<file path="config.mk">
export PLATFORM = sky130hd
export DESIGN_NAME = datapath_core_flat
export DESIGN_NICKNAME = d
export VERILOG_FILES = /design/src/rtl/datapath_core_pkg.sv /design/src/rtl/datapath_core_if.sv /design/src/rtl/datapath_core_alu_unit.sv /design/src/rtl/datapath_core.sv /design/src/flat_wrapper.sv
export SDC_FILE = /design/constraint.sdc
export NUM_CORES = 1
export LEC_CHECK = 0
export ABC_AREA = 1
export BUFFER_PORTS_ARGS = -buffer_cell sky130_fd_sc_hd__buf_2
export CORE_UTILIZATION = 55
export DETAILED_ROUTE_END_ITERATION = 10
export GPL_TIMING_DRIVEN = 0
export PLACE_DENSITY = 0.82
export SLEW_MARGIN = 30
export SYNTH_ARGS = -nofsm -noshare
export SYNTH_HDL_FRONTEND = slang
export SYNTH_SLANG_ARGS = --single-unit
</file>
<file path="constraint.sdc">
create_clock -name clk -period 7.6 [get_ports clk]
set_clock_uncertainty 0.2 [all_clocks]
set_input_delay 0.76 -clock clk [delete_from_list [all_inputs] [get_ports clk]]
set_output_delay 0.76 -clock clk [all_outputs]
set_load 0.005 [all_outputs]
</file>
<file path="src/rtl/datapath_core_pkg.sv">
// datapath_core shared definitions: ALU/bus codes, reg_sel bits.
// Shared with the control unit.
package datapath_core_pkg;

  localparam int DATA_W_DEF = 32;
  localparam int ADDR_W_DEF = 8;

  typedef enum logic [7:0] {
    ALU_CLEAR = 8'd0,
    ALU_INC   = 8'd1,
    ALU_DEC   = 8'd2,
    ALU_ADD   = 8'd3,
    ALU_SUB   = 8'd4,
    ALU_MUL2  = 8'd5,
    ALU_MUL4  = 8'd6,
    ALU_DIV16 = 8'd7,
    ALU_LOAD  = 8'd8,
    ALU_NOP   = 8'd9
  } alu_op_e;

  typedef enum logic [7:0] {
    BUS_DRAM = 8'd0,
    BUS_IRAM = 8'd1,
    BUS_DI   = 8'd2,
    BUS_RI   = 8'd3,
    BUS_BI   = 8'd4,
    BUS_S    = 8'd5,
    BUS_C1   = 8'd6,
    BUS_C2   = 8'd7,
    BUS_AR   = 8'd8,
    BUS_AC   = 8'd9,
    BUS_PC   = 8'd10,
    BUS_IR   = 8'd11
  } bus_src_e;

  localparam int RS_IR = 0;
  localparam int RS_DI = 1;
  localparam int RS_RI = 2;
  localparam int RS_BI = 3;
  localparam int RS_S  = 4;
  localparam int RS_C1 = 5;
  localparam int RS_C2 = 6;
  localparam int RS_AR = 7;
  localparam int RS_PC = 8;
  localparam int RS_N  = 9;

endpackage

</file>
<file path="src/rtl/datapath_core_if.sv">
// datapath_core control word and memory port bundle.
// master = control unit side, slave = datapath.
interface datapath_core_if
  import datapath_core_pkg::*;
#(
  parameter int DATA_W = DATA_W_DEF,
  parameter int ADDR_W = ADDR_W_DEF
) ();

  logic [7:0]        alu_sel;
  logic [7:0]        bus_sel;
  logic [RS_N-1:0]   reg_sel;
  logic              pc_inc;
  logic [DATA_W-1:0] iram_rdata;
  logic [DATA_W-1:0] dram_rdata;
  logic [ADDR_W-1:0] iram_addr;
  logic [ADDR_W-1:0] dram_addr;
  logic [DATA_W-1:0] dram_wdata;
  logic [31:0]       ir;
  logic              z;
  logic              c;
  logic [DATA_W-1:0] ac;

  modport master (
    output alu_sel, bus_sel, reg_sel, pc_inc,
    output iram_rdata, dram_rdata,
    input  iram_addr, dram_addr, dram_wdata,
    input  ir, z, c, ac
  );

  modport slave (
    input  alu_sel, bus_sel, reg_sel, pc_inc,
    input  iram_rdata, dram_rdata,
    output iram_addr, dram_addr, dram_wdata,
    output ir, z, c, ac
  );

endinterface

</file>
<file path="src/rtl/datapath_core_alu_unit.sv">
// alu_unit: combinational AC-next (and carry-next when
// DATAPATH_CARRY_EN is defined) from alu_sel, AC and bus.
module alu_unit
  import datapath_core_pkg::*;
#(
  parameter int DATA_W = DATA_W_DEF
) (
  input  logic [7:0]        alu_sel,
  input  logic [DATA_W-1:0] ac,
  input  logic [DATA_W-1:0] bus,
`ifdef DATAPATH_CARRY_EN
  input  logic              c,
  output logic              c_next,
`endif
  output logic [DATA_W-1:0] ac_next
);

  always_comb begin
    ac_next = ac;
    case (alu_sel)
      ALU_CLEAR: ac_next = '0;
      ALU_INC:   ac_next = ac + 1'b1;
      ALU_DEC:   ac_next = ac - 1'b1;
      ALU_ADD:   ac_next = ac + bus;
      ALU_SUB:   ac_next = ac - bus;
      ALU_MUL2:  ac_next = ac << 1;
      ALU_MUL4:  ac_next = ac << 2;
      ALU_DIV16: ac_next = ac >> 4;
      ALU_LOAD:  ac_next = bus;
      default:   ac_next = ac;
    endcase
  end

`ifdef DATAPATH_CARRY_EN
  // ADD carry: wrapped sum ends up below an operand.
  always_comb begin
    c_next = c;
    case (alu_sel)
      ALU_CLEAR: c_next = 1'b0;
      ALU_INC:   c_next = &ac;
      ALU_DEC:   c_next = ~|ac;
      ALU_ADD:   c_next = (ac + bus) < ac;
      ALU_SUB:   c_next = ac < bus;
      ALU_MUL2:  c_next = ac[DATA_W-1];
      ALU_MUL4:  c_next = ac[DATA_W-2];
      ALU_DIV16: c_next = 1'b0;
      ALU_LOAD:  c_next = 1'b0;
      default:   c_next = c;
    endcase
  end
`endif

endmodule

</file>
<file path="src/rtl/datapath_core.sv">
// datapath_core: AC/IR/PC + general registers, bus mux, ALU.
// Define DATAPATH_CARRY_EN to build the carry flag.
module datapath_core
  import datapath_core_pkg::*;
#(
  parameter int DATA_W = DATA_W_DEF,
  parameter int ADDR_W = ADDR_W_DEF
) (
  input logic          clk,
  input logic          reset_n,
  datapath_core_if.slave dp
);

  logic [DATA_W-1:0] rf_q [RS_IR:RS_AR];
  logic [DATA_W-1:0] ac_q;
  logic [DATA_W-1:0] ac_next;
  logic [ADDR_W-1:0] pc_q;
  logic [DATA_W-1:0] bus;

  always_comb begin
    bus = '0;
    case (dp.bus_sel)
      BUS_DRAM: bus = dp.dram_rdata;
      BUS_IRAM: bus = dp.iram_rdata;
      BUS_DI:   bus = rf_q[RS_DI];
      BUS_RI:   bus = rf_q[RS_RI];
      BUS_BI:   bus = rf_q[RS_BI];
      BUS_S:    bus = rf_q[RS_S];
      BUS_C1:   bus = rf_q[RS_C1];
      BUS_C2:   bus = rf_q[RS_C2];
      BUS_AR:   bus = rf_q[RS_AR];
      BUS_AC:   bus = ac_q;
      BUS_PC:   bus = DATA_W'(pc_q);
      BUS_IR:   bus = rf_q[RS_IR];
      default:  bus = '0;
    endcase
  end

`ifdef DATAPATH_CARRY_EN
  logic c_q;
  logic c_next;

  alu_unit #(.DATA_W(DATA_W)) u_alu (
    .alu_sel (dp.alu_sel),
    .ac      (ac_q),
    .bus     (bus),
    .c       (c_q),
    .c_next  (c_next),
    .ac_next (ac_next)
  );

  always_ff @(posedge clk or negedge reset_n) begin
    if (!reset_n) c_q <= 1'b0;
    else          c_q <= c_next;
  end

  assign dp.c = c_q;
`else
  alu_unit #(.DATA_W(DATA_W)) u_alu (
    .alu_sel (dp.alu_sel),
    .ac      (ac_q),
    .bus     (bus),
    .ac_next (ac_next)
  );

  assign dp.c = 1'b0;
`endif

  // PC load beats increment
  always_ff @(posedge clk or negedge reset_n) begin
    if (!reset_n) begin
      for (int i = RS_IR; i <= RS_AR; i++)
        rf_q[i] <= '0;
      ac_q <= '0;
      pc_q <= '0;
    end else begin
      for (int i = RS_IR; i <= RS_AR; i++)
        if (dp.reg_sel[i]) rf_q[i] <= bus;
      ac_q <= ac_next;
      if (dp.reg_sel[RS_PC])
        pc_q <= bus[ADDR_W-1:0];
      else if (dp.pc_inc)
        pc_q <= pc_q + 1'b1;
    end
  end

  assign dp.iram_addr  = pc_q;
  assign dp.dram_addr  = rf_q[RS_AR][ADDR_W-1:0];
  assign dp.dram_wdata = bus;
  assign dp.ir         = 32'(rf_q[RS_IR]);
  assign dp.z          = (ac_q == '0);
  assign dp.ac         = ac_q;

endmodule

</file>
<file path="src/flat_wrapper.sv">
// flat-port wrapper written by rule: the top's interface ports become plain ports
module datapath_core_flat import datapath_core_pkg::*;
#(
  parameter int DATA_W = DATA_W_DEF,
  parameter int ADDR_W = ADDR_W_DEF
)
  (clk, reset_n, dp_alu_sel, dp_bus_sel, dp_reg_sel, dp_pc_inc, dp_iram_rdata, dp_dram_rdata, dp_iram_addr, dp_dram_addr, dp_dram_wdata, dp_ir, dp_z, dp_c, dp_ac);
  datapath_core_if #(.DATA_W(DATA_W), .ADDR_W(ADDR_W)) dp_i ();
  input logic clk;
  input logic reset_n;
  input wire logic [$bits(dp_i.alu_sel)-1:0] dp_alu_sel;
  input wire logic [$bits(dp_i.bus_sel)-1:0] dp_bus_sel;
  input wire logic [$bits(dp_i.reg_sel)-1:0] dp_reg_sel;
  input wire logic [$bits(dp_i.pc_inc)-1:0] dp_pc_inc;
  input wire logic [$bits(dp_i.iram_rdata)-1:0] dp_iram_rdata;
  input wire logic [$bits(dp_i.dram_rdata)-1:0] dp_dram_rdata;
  output wire logic [$bits(dp_i.iram_addr)-1:0] dp_iram_addr;
  output wire logic [$bits(dp_i.dram_addr)-1:0] dp_dram_addr;
  output wire logic [$bits(dp_i.dram_wdata)-1:0] dp_dram_wdata;
  output wire logic [$bits(dp_i.ir)-1:0] dp_ir;
  output wire logic [$bits(dp_i.z)-1:0] dp_z;
  output wire logic [$bits(dp_i.c)-1:0] dp_c;
  output wire logic [$bits(dp_i.ac)-1:0] dp_ac;
  assign dp_i.alu_sel = dp_alu_sel;
  assign dp_i.bus_sel = dp_bus_sel;
  assign dp_i.reg_sel = dp_reg_sel;
  assign dp_i.pc_inc = dp_pc_inc;
  assign dp_i.iram_rdata = dp_iram_rdata;
  assign dp_i.dram_rdata = dp_dram_rdata;
  assign dp_iram_addr = dp_i.iram_addr;
  assign dp_dram_addr = dp_i.dram_addr;
  assign dp_dram_wdata = dp_i.dram_wdata;
  assign dp_ir = dp_i.ir;
  assign dp_z = dp_i.z;
  assign dp_c = dp_i.c;
  assign dp_ac = dp_i.ac;
  datapath_core #(.DATA_W(DATA_W), .ADDR_W(ADDR_W)) u_core (.clk(clk), .reset_n(reset_n), .dp(dp_i));
endmodule
</file>
==> metrics <==
Netlist cell types=47; FF-to-FF path depth=27; 1st-pass router iterations=9; Hold Crit Class=flop to flop; Routed Wire Length=a little over 70,000 um; Synth Register Bits=roughly 300; max incr delay on CP=about 0.63 ns; Slew @ Worst Pin=just under 1 ns; drt wl/cell=roughly 23 um; final worst slack=slightly below 0.7 ns; R2R setup slack=approximately 1.2 ns; share of cells above drive strength 1=15.6%; vias in the first global route=~19k; DP HPWL=roughly 54,000 um; endpoints failing hold=0; Syn Nets=approximately 2.6k; Period minus WS final=around 6.9 ns; max_cap viols=0; gpl congestion=roughly 1.0; Die Span Y=around 180 um; CP arrival=around 7.2 ns; critical path's slowest cell=inv_1; RSZ-0062 raised after global routing=no; sequential fraction of the synthesis area=40.8%; Pint=0.00301 W; ys async rst share=between 90% and 100%; top post-synthesis cells by area=dfrtp_1, nor2_1, a21oi_1; Max Fclk=between 0.1 and 0.15 GHz; nets@finish=about 2.9k; Sw Share=between 30% and 40%; Antenna Nets Post-Route=0; Clock Sinks=a little under 300; crit end category=flop; Reg power frac=a little over two fifths; Top-Level Pins=slightly above 200; Non-Filler Instances=3,205; GRT overflow=0; DRC=0; combinational power share=18.5%; commonest cells in the synthesized netlist=nor2_1, nand2_1, a21oi_1; Hold Path End=u_core.rf_q[166]$_DFFE_PN0P_; startpoint types=input port; Final setup viols=0; H-tree levels=2; pre-CTS WS=0.501 ns; worst reg2reg path endpoint=u_core.dp.ac[29]$_DFFE_PN0P_; CTS Hold Bufs=1; Antenna diodes=0; Main synth FF type=dfrtp_1; clk_lat worst skew=around 0.54 ns; CTS tree=built; Site Rows=66; crit-path max FO=10; Pleak=between 10 and 15 nW; initial antenna violation count=1; hold depth=2; Port Buf Inserts=194; total CTS buffers=34; Clk pwr share=about two fifths; placed cells=3,143; post-synth top area share=between 40% and 50%; Worst Path Required=~7.8 ns; CP Class=input port to flop; vias per cell=between 6 and 7; Die Area=between 30,000 and 40,000 um^2; total power=around 0.0044 W; area delta synth->final=15.4%; root buffer cell=clkbuf_16; Synth Instances=between 2k and 3k; clock-pin slew on the worst setup and hold paths=around 0.06 ns; count leader, synth=nor2_1; VDD IR max=between 0.15 and 0.2 mV; NetSw=0.00143 W; Iteration-0 DRC Markers=~3.2k; CP dominant cell by count=nand2_1; syn avg cell area=between 7 and 8 um^2; overall die width=184 um; RR Startpoint=u_core.dp.iram_addr[0]$_DFFE_PN0P_; first-pass GRT wire length=~110,000 um; Post-synth EDFFs=0; Worst Min Path Start=u_core.rf_q[166]$_DFFE_PN0P_; status=finished clean; Worst slew margin=a little over a third; Max Slew Vio Count=0; Synth area leader=dfrtp_1; Final period util=between 90 and 100%; Setup Buffers After CTS=0; core area=between 30,000 and 40,000 um^2; largest net degree at the start of global routing=between 80 and 90; Mapped Area=18,100 um^2; GRT Total Usage=roughly 43%; Yosys warning total=0; Clock Tree Buf Depth=3; Initial Utilization=a little under three fifths; total power per unit cell area=around 210 nW/um^2; post-CTS resize count=0; via count=a little over 20k
registers in the layout, summed over array words and instances (netlist names):
| signal | cells |
|---|---|
| u_core.rf_q | 216 |
| u_core.dp.ac | 32 |
| u_core.dp.ir | 32 |
| u_core.dp.dram_addr | 8 |
| u_core.dp.iram_addr | 8 |
stage by stage:
| stage | hold WS (ns) | cell area (um^2) | setup TNS, ns | utilization (%) |
|---|---|---|---|---|
| after floorplan | 0.264 | 18100 | 0 | - |
| after global placement | 0.308 | 19700 | -0.461 | 60.5 |
| after detailed placement | 0.318 | 19800 | 0 | 60.8 |
| after CTS | 0.331 | 21000 | 0 | 64.4 |
| after global routing | 0.340 | 21000 | 0 | 64.4 |
| final | 0.328 | 21000 | 0 | 64.4 |
layer usage:
metal	global-route usage [%]	vias to the layer above	wire, um
li1	-	8799	-
met1	56.1	9408	26300
met2	64.9	1583	31300
met3	11.0	362	10000
met5	0	-	0
met4	24.8	0	4850
critical path, delay by kind of cell:
kind / cells / cell delay [ns]
buffers and inverters: 6 / 1.33
AOI/OAI and AO/OA: 7 / 1.31
adders and majority gates: 2 / 0.70
and+or+nand+nor: 18 / 3.08
kinds of logic (layout without fill, tap and decap cells):
family / after synthesis / after routing / share of synthesized area, %
and+or+nand+nor: 1207 / 1207 / 29.0
AOI/OAI and AO/OA: 538 / 538 / 16.7
other: 1 / 1 / 0.0207
adders and majority gates: 34 / 34 / 2.39
DFF: 296 / 296 / 40.8
xor gates and xnor gates: 12 / 12 / 0.579
buffers and inverters: 415 / 675 / 10.5
worst max-delay path by stage:
| stage | startpoint | end | slack [ns] |
|---|---|---|---|
| after floorplan | dp_bus_sel[4] | u_core.dp.ac[29]$_DFFE_PN0P_ | 2.74 |
| after CTS | dp_bus_sel[6] | u_core.dp.ac[29]$_DFFE_PN0P_ | 1.00 |
| after global placement | reset_n | u_core.dp.ac[30]$_DFFE_PN0P_ | -0.01 |
| final | dp_bus_sel[6] | u_core.dp.ac[29]$_DFFE_PN0P_ | 0.69 |
| after global routing | dp_bus_sel[7] | u_core.dp.ac[29]$_DFFE_PN0P_ | 0.27 |
| after detailed placement | dp_bus_sel[6] | u_core.dp.ac[29]$_DFFE_PN0P_ | 0.50 |
layout by cell type, fill, tap and decap left out, types with 16 or more instances in the layout:
cell / netlist / routed
nand2_1: 376 / 376
ha_1: 33 / 33
nand3_1: 279 / 279
dfrtp_1: 296 / 296
a21oi_1: 320 / 320
buf_4: 50 / 50
inv_2: 16 / 16
o22ai_1: 37 / 37
o21ai_0: 74 / 74
nand4_1: 34 / 34
nor2_1: 429 / 429
nor2_2: 20 / 20
clkbuf_16: 0 / 35
a221oi_1: 28 / 28
clkbuf_1: 88 / 92
a31oi_1: 16 / 16
buf_2: 35 / 228
inv_1: 200 / 200
o211ai_1: 21 / 21
buf_6: 16 / 16
area by class of cell:
class	count	area, um^2
clock buffers	46	987
fillers	2918	11600
inverters	216	811
flip-flops and latches	296	7410
clock inverters	15	155
plain buffers	199	1100
well taps	442	553
repair buffers	199	1100
multi-input cells	1792	8840
power by group through the flow:
stage	combinational [W]	clock [W]	sequential, W
6_report	0.000818	0.00170	0.00192
2_1_floorplan	0.000493	0	0.00186
3_5_place_dp	0.000791	0	0.00193
4_1_cts	0.000798	0.00168	0.00190
3_3_place_gp	0.000762	0	0.00192
5_1_grt	0.000900	0.00175	0.00193
No activity file was read; power rests on OpenSTA's default activity.
